$ cat src/rtl/ex_muldiv_unit.sv
// ---------------------------------------------------------------------------
// ex_muldiv_unit
//
// Execute-stage iterative multiply/divide unit with architectural HI/LO.
// MULT/MULTU use shift-add and DIV/DIVU use a restoring divide, producing
// one bit per cycle. MFHI/MFLO/MTHI/MTLO are also served here. While an
// operation is in flight, `stall` holds IF/ID/EX if the instruction in EX
// depends on the unit.
//
// Ports:
//   clk      in   rising-edge clock
//   reset    in   asynchronous active-high reset
//   start    in   EX instruction is mult/div (accepted only in IDLE)
//   op       in   00 MULT, 01 MULTU, 10 DIV, 11 DIVU
//   busA     in   rs operand (multiplicand / dividend, MTHI/MTLO data)
//   busB     in   rt operand (multiplier / divisor)
//   mfhi     in   EX instruction reads HI
//   mflo     in   EX instruction reads LO
//   mthi     in   EX instruction writes HI from busA
//   mtlo     in   EX instruction writes LO from busA
//   busy     out  operation in flight
//   stall    out  hold pipeline and EX register
//   result   out  HI, LO or 0 for the execute-result mux
//   hi       out  architectural HI
//   lo       out  architectural LO
// ---------------------------------------------------------------------------
module ex_muldiv_unit #(
    parameter int WIDTH = 32,
    parameter int ITER  = 32   // must equal WIDTH
) (
    input  logic             clk,
    input  logic             reset,
    input  logic             start,
    input  logic [1:0]       op,
    input  logic [WIDTH-1:0] busA,
    input  logic [WIDTH-1:0] busB,
    input  logic             mfhi,
    input  logic             mflo,
    input  logic             mthi,
    input  logic             mtlo,
    output logic             busy,
    output logic             stall,
    output logic [WIDTH-1:0] result,
    output logic [WIDTH-1:0] hi,
    output logic [WIDTH-1:0] lo
);

    localparam int CW = (ITER > 1) ? $clog2(ITER) : 1;

    typedef enum logic [1:0] {
        S_IDLE,
        S_PREP,
        S_RUN,
        S_FIX
    } state_t;

    state_t                 state_q, state_d;
    logic [1:0]             op_q, op_d;
    logic [WIDTH-1:0]       a_q, a_d;
    logic [WIDTH-1:0]       b_q, b_d;       // multiplicand / divisor during RUN
    logic [2*WIDTH-1:0]     acc_q, acc_d;   // product, or {remainder, quotient}
    logic                   neg_res_q, neg_res_d;
    logic                   neg_rem_q, neg_rem_d;
    logic [CW-1:0]          cnt_q, cnt_d;
    logic [WIDTH-1:0]       hi_q, hi_d;
    logic [WIDTH-1:0]       lo_q, lo_d;

    logic                   is_div;
    logic                   is_signed;
    logic                   sign_a, sign_b;
    logic [WIDTH-1:0]       abs_a, abs_b;
    logic [WIDTH:0]         mul_sum;
    logic [WIDTH:0]         div_shift;
    logic [WIDTH:0]         div_diff;
    logic                   div_ge;
    logic [WIDTH-1:0]       div_rem;
    logic [2*WIDTH-1:0]     prod_fix;
    logic [WIDTH-1:0]       quo_fix, rem_fix;

    assign is_div    = op_q[1];
    assign is_signed = ~op_q[0];

    // ------------------------------------------------------------------
    // FSM: state register
    // ------------------------------------------------------------------
    always_ff @(posedge clk or posedge reset) begin
        if (reset) begin
            state_q <= S_IDLE;
        end else begin
            state_q <= state_d;
        end
    end

    // ------------------------------------------------------------------
    // FSM: next-state logic
    // ------------------------------------------------------------------
    always_comb begin
        state_d = state_q;
        case (state_q)
            S_IDLE: if (start) state_d = S_PREP;
            S_PREP: state_d = S_RUN;
            S_RUN:  if (cnt_q == '0) state_d = S_FIX;
            S_FIX:  state_d = S_IDLE;
            default: state_d = S_IDLE;
        endcase
    end

    // ------------------------------------------------------------------
    // FSM: outputs
    // ------------------------------------------------------------------
    always_comb begin
        busy   = (state_q != S_IDLE);
        stall  = busy & (start | mfhi | mflo | mthi | mtlo);
        result = mfhi ? hi_q : (mflo ? lo_q : '0);
        hi     = hi_q;
        lo     = lo_q;
    end

    // ------------------------------------------------------------------
    // Datapath
    // ------------------------------------------------------------------
    always_comb begin
        sign_a = is_signed & a_q[WIDTH-1];
        sign_b = is_signed & b_q[WIDTH-1];
        abs_a  = sign_a ? -a_q : a_q;
        abs_b  = sign_b ? -b_q : b_q;

        // Shift-add: add the multiplicand into the upper half when the
        // current multiplier bit (acc[0]) is set, then shift right.
        mul_sum = {1'b0, acc_q[2*WIDTH-1:WIDTH]} +
                  (acc_q[0] ? {1'b0, b_q} : '0);

        // Restoring divide: shift the next dividend bit into the partial
        // remainder and subtract the divisor if it fits. The partial
        // remainder stays below the divisor, so WIDTH+1 bits suffice; with
        // a zero divisor every step "fits", giving all-ones quotient and
        // the dividend as remainder.
        div_shift = {acc_q[2*WIDTH-1:WIDTH], acc_q[WIDTH-1]};
        div_diff  = div_shift - {1'b0, b_q};
        div_ge    = (div_shift >= {1'b0, b_q});
        div_rem   = div_ge ? div_diff[WIDTH-1:0] : div_shift[WIDTH-1:0];

        prod_fix = neg_res_q ? -acc_q : acc_q;
        quo_fix  = neg_res_q ? -acc_q[WIDTH-1:0] : acc_q[WIDTH-1:0];
        rem_fix  = neg_rem_q ? -acc_q[2*WIDTH-1:WIDTH] : acc_q[2*WIDTH-1:WIDTH];
    end

    always_comb begin
        op_d      = op_q;
        a_d       = a_q;
        b_d       = b_q;
        acc_d     = acc_q;
        neg_res_d = neg_res_q;
        neg_rem_d = neg_rem_q;
        cnt_d     = cnt_q;
        hi_d      = hi_q;
        lo_d      = lo_q;

        case (state_q)
            S_IDLE: begin
                if (start) begin
                    op_d = op;
                    a_d  = busA;
                    b_d  = busB;
                end else begin
                    // start wins over MTHI/MTLO; stall is 0 here by construction
                    if (mthi) hi_d = busA;
                    if (mtlo) lo_d = busA;
                end
            end
            S_PREP: begin
                neg_res_d = sign_a ^ sign_b;
                neg_rem_d = sign_a;
                cnt_d     = CW'(ITER - 1);
                if (is_div) begin
                    acc_d = {{WIDTH{1'b0}}, abs_a};
                    b_d   = abs_b;
                end else begin
                    acc_d = {{WIDTH{1'b0}}, abs_b};
                    b_d   = abs_a;
                end
            end
            S_RUN: begin
                cnt_d = cnt_q - 1'b1;
                if (is_div) begin
                    acc_d = {div_rem, acc_q[WIDTH-2:0], div_ge};
                end else begin
                    acc_d = {mul_sum, acc_q[WIDTH-1:1]};
                end
            end
            S_FIX: begin
                if (is_div) begin
                    lo_d = quo_fix;
                    hi_d = rem_fix;
                end else begin
                    hi_d = prod_fix[2*WIDTH-1:WIDTH];
                    lo_d = prod_fix[WIDTH-1:0];
                end
            end
            default: ;
        endcase
    end

    always_ff @(posedge clk or posedge reset) begin
        if (reset) begin
            op_q      <= '0;
            a_q       <= '0;
            b_q       <= '0;
            acc_q     <= '0;
            neg_res_q <= 1'b0;
            neg_rem_q <= 1'b0;
            cnt_q     <= '0;
            hi_q      <= '0;
            lo_q      <= '0;
        end else begin
            op_q      <= op_d;
            a_q       <= a_d;
            b_q       <= b_d;
            acc_q     <= acc_d;
            neg_res_q <= neg_res_d;
            neg_rem_q <= neg_rem_d;
            cnt_q     <= cnt_d;
            hi_q      <= hi_d;
            lo_q      <= lo_d;
        end
    end

endmodule

$ cat config.mk
export PLATFORM = sky130hd
export DESIGN_NAME = ex_muldiv_unit
export DESIGN_NICKNAME = d
export VERILOG_FILES = /design/src/rtl/ex_muldiv_unit.sv
export SDC_FILE = /design/constraint.sdc
export NUM_CORES = 1
export LEC_CHECK = 0
export CAP_MARGIN = 5
export CORE_ASPECT_RATIO = 0.7
export CORE_UTILIZATION = 53
export DETAILED_ROUTE_END_ITERATION = 8
export GPL_TIMING_DRIVEN = 0
export PLACE_DENSITY_LB_ADDON = 0.3
export SETUP_SLACK_MARGIN = 0.1
export SLEW_MARGIN = 20
export SYNTH_ARGS = -nofsm -noshare
export SYNTH_HDL_FRONTEND = slang
export SYNTH_SLANG_ARGS = --single-unit
$ cat constraint.sdc
create_clock -name clk -period 5.7 [get_ports clk]
set_input_delay 0.57 -clock clk [delete_from_list [all_inputs] [get_ports clk]]
set_output_delay 0.57 -clock clk [all_outputs]
set_load 0.005 [all_outputs]
==> flow_metrics.py <==
metrics = {
    "status": {
        "outcome": "finished clean",
    },
    "timing": {
        "hold_violations": 0,
        "skew_ns": 0.01436,
        "grt_setup_unrepaired": "false",
        "worst_slew_pin_slew_ns": 1.205,
        "fin_crit_sh_pct": 80.15,
        "slew_viol_final": 0,
        "setup_tns_ns": 0,
        "slew_headroom_pct": 18.64,
        "timing.fmax_mhz": 218.9,
        "period_needed_ns": 4.568,
        "setup_viol": 0,
    },
    "global_route": {
        "grt_pass1_vias": 16915,
        "antenna_found_initial": 0,
        "grt_usage_pct": 43.86,
        "grt_pass1_wl_mm": 106.6,
        "grt_start_max_net_pins": 33,
        "overflow": 0,
    },
    "yosys": {
        "ys_types": 81,
        "ys.flop_type": "dfrtp_1",
        "synth_edf_count": 0,
        "ys_seq_area_share_pct": 29.96,
        "synth_nets": 2290,
        "syn_avg_cell_area_um2": 7.920,
        "syn_inst": 2141,
        "ys_warn_count": 0,
        "async_flop_share_pct": 100.0,
        "synth-seq-cells": 203,
        "syn_area_um2": 16960,
    },
    "run": {
        "drv_cap": 0,
    },
    "routing": {
        "vias": 18779,
        "avgViaCountPerCell": 6.762,
        "routed_wl_mm": 73.88,
        "drtIter0Drc": 3112,
        "wl_per_cell_um": 26.60,
        "drc_errors": 0,
        "ant_nets": 0,
        "first_pass_iters": 9,
    },
    "clock_tree": {
        "cts_tree": "yes",
        "ctsHoldBuffers": 0,
        "clockRootBuffer": "clkbuf_16",
        "numCtsBuffers": 23,
        "numClockSinks": 203,
        "htreeDepth": 1,
        "cts-resized-gates": 0,
        "clockBufferDepth": 3,
        "post_cts_buffers": 0,
        "clk_latency_ns": 0.55,
        "path_clk_slew_ns": 0.07,
    },
    "die": {
        "dieArea_um2": 32720,
        "start_util_pct": 54.20,
        "boundaryPins": 171,
        "die_w_um": 215.8,
        "chipHeight_um": 151.7,
        "core-area_um2": 31280,
        "rows": 54,
    },
    "power_and_ir_drop": {
        "power_leakage_nw": 8.298,
        "p_per_area_nw_per_um2": 734.1,
        "vdd_ir_drop_max_uv": 421.0,
        "p_total_mw": 14.77,
    },
    "setup_path": {
        "critPathMaxFanout": 10,
        "crit_arrival_ns": 4.95,
        "endpoint_kind": "flop",
        "cp.required_ns": 6.08,
        "path_class": "flop to flop",
        "start_kind": "flop",
    },
    "cells_and_area": {
        "drive_above_1_share_pct": 6.027,
        "synthToLayoutAreaGrowth_pct": 18.67,
        "nNetsFinal": 2490,
    },
    "hold_path": {
        "hp-class": "input pin to asynchronous set/reset pin",
    },
    "placement": {
        "port_buffers": 168,
        "hpwl_mm": 58.56,
        "place_congestion": 0.9992,
    },
}
-- metrics by stage --
step                      std cells  instance area (um2)  setup WS (ns)  hold slack, ns  utilization [%]
final                          2777                20120          1.132          0.3679            64.32
after global routing           2776                20120         0.8375          0.3962            64.31
after CTS                      2776                20120          1.363          0.3751            64.31
after detailed placement       2736                19310          1.382          0.4981            61.74
after global placement         2729                19170         0.7320          0.4833            61.27
after floorplan                2141                16960          2.500          0.4624                -
-- cell usage in the layout, fill, tap and decap left out, drive strengths merged, types with 39 or more instances in the layout --
| cell type | synthesis | routed |
|---|---|---|
| xor2 | 67 | 67 |
| mux2 | 59 | 59 |
| inv | 68 | 67 |
| nor2 | 199 | 199 |
| xnor2 | 96 | 96 |
| a211oi | 41 | 41 |
| dfrtp | 203 | 203 |
| clkdlybuf4s50 | 0 | 168 |
| o21ai | 218 | 218 |
| a21oi | 223 | 223 |
| mux2i | 39 | 39 |
| nand2 | 257 | 257 |
| ha | 74 | 74 |
| clkbuf | 99 | 130 |
-- critical path, stage by stage, from the launching register on --
cell      delay [ns]
dfrtp_1         0.57
ha_1            0.37
clkbuf_1        0.31
and3_1          0.25
nand2_1         0.08
a21o_1          0.15
a31oi_1         0.50
o21ai_0         0.31
o31ai_1         0.33
buf_2           0.34
buf_1           0.71
o21ai_0         0.20
o211ai_1        0.16
a31oi_1         0.10
-- cells in the mapped netlist (16+ instances only) --
cell | instances | area [um2]
buf_1 | 17 | 63.81
xor2_1 | 67 | 586.8
mux2i_1 | 39 | 390.4
a211oi_1 | 41 | 307.8
dfrtp_1 | 203 | 5080
inv_1 | 68 | 255.2
nand3_1 | 31 | 155.2
xnor2_1 | 96 | 840.8
o21ai_0 | 205 | 1026
mux2_2 | 59 | 664.4
or3_1 | 18 | 112.6
nor4_1 | 16 | 100.1
nor3_1 | 38 | 190.2
nor2_1 | 197 | 739.5
nand2_1 | 257 | 964.7
o31ai_1 | 25 | 187.7
ha_1 | 74 | 925.9
nor2b_1 | 26 | 162.7
a21o_1 | 36 | 270.3
clkbuf_1 | 99 | 371.6
nand2b_1 | 21 | 131.4
a31oi_1 | 27 | 168.9
a21oi_1 | 223 | 1116
-- path summary, 6_finish.rpt --
check | startpoint | to | slack [ns] | cells past startpoint
max | acc_q[45] | acc_q[39] | 1.13 | 13
min | reset | lo[8] | 0.37 | 2
max reg2reg | acc_q[45] | acc_q[39] | 1.13 | 13
min reg2reg | lo[19] | lo[19] | 0.51 | 2
max in group asynchronous | reset | acc_q[55] | 4.32 | 5
min in group clk | lo[19] | lo[19] | 0.51 | 2
-- logic make-up after synthesis --
kind of cell | count (synthesis) | share of synthesized area (%)
xor+xnor | 163 | 8.419
mux | 103 | 6.885
flops | 203 | 29.96
compound gates | 714 | 25.70
simple gates | 689 | 18.99
buf+inv | 193 | 4.354
fa+ha+maj | 76 | 5.697
-- sequential cells by signal, summed over array words and instances, names as in the netlist --
name / cells
b_q: 32
neg_res_q: 1
state_q: 2
a_q: 32
lo: 32
acc_q: 64
op_q: 2
cnt_q: 5
neg_rem_q: 1
hi: 32
-- metal layers --
layer  track usage, %  part of all wire [%]  vias to the layer above
met2            57.65                    38                     1359
li1                 -                     -                     8141
met1            66.33                    44                     9123
met5                0                     0                        -
met3            15.71                    15                      156
met4            10.78                   2.8                        0
-- power breakdown --
part	internal (mW)	leakage, nW	total (mW)	switching, mW
combinational	3.69	5.44	9.93	6.24
clock	0.985	0.399	1.67	0.684
sequential	2.14	2.46	3.17	1.03
-- layout make-up --
cell class	count	area, um2
antenna	1	2.502
buffer	123	475.5
clock buffer	31	655.6
clock inverter	9	148.9
fill	2729	11160
inverter	70	266.5
multi-input combinational	1745	11140
sequential	203	5080
tap	420	525.5
timing repair buffer	175	1829
No activity file was read; power rests on OpenSTA's default activity.
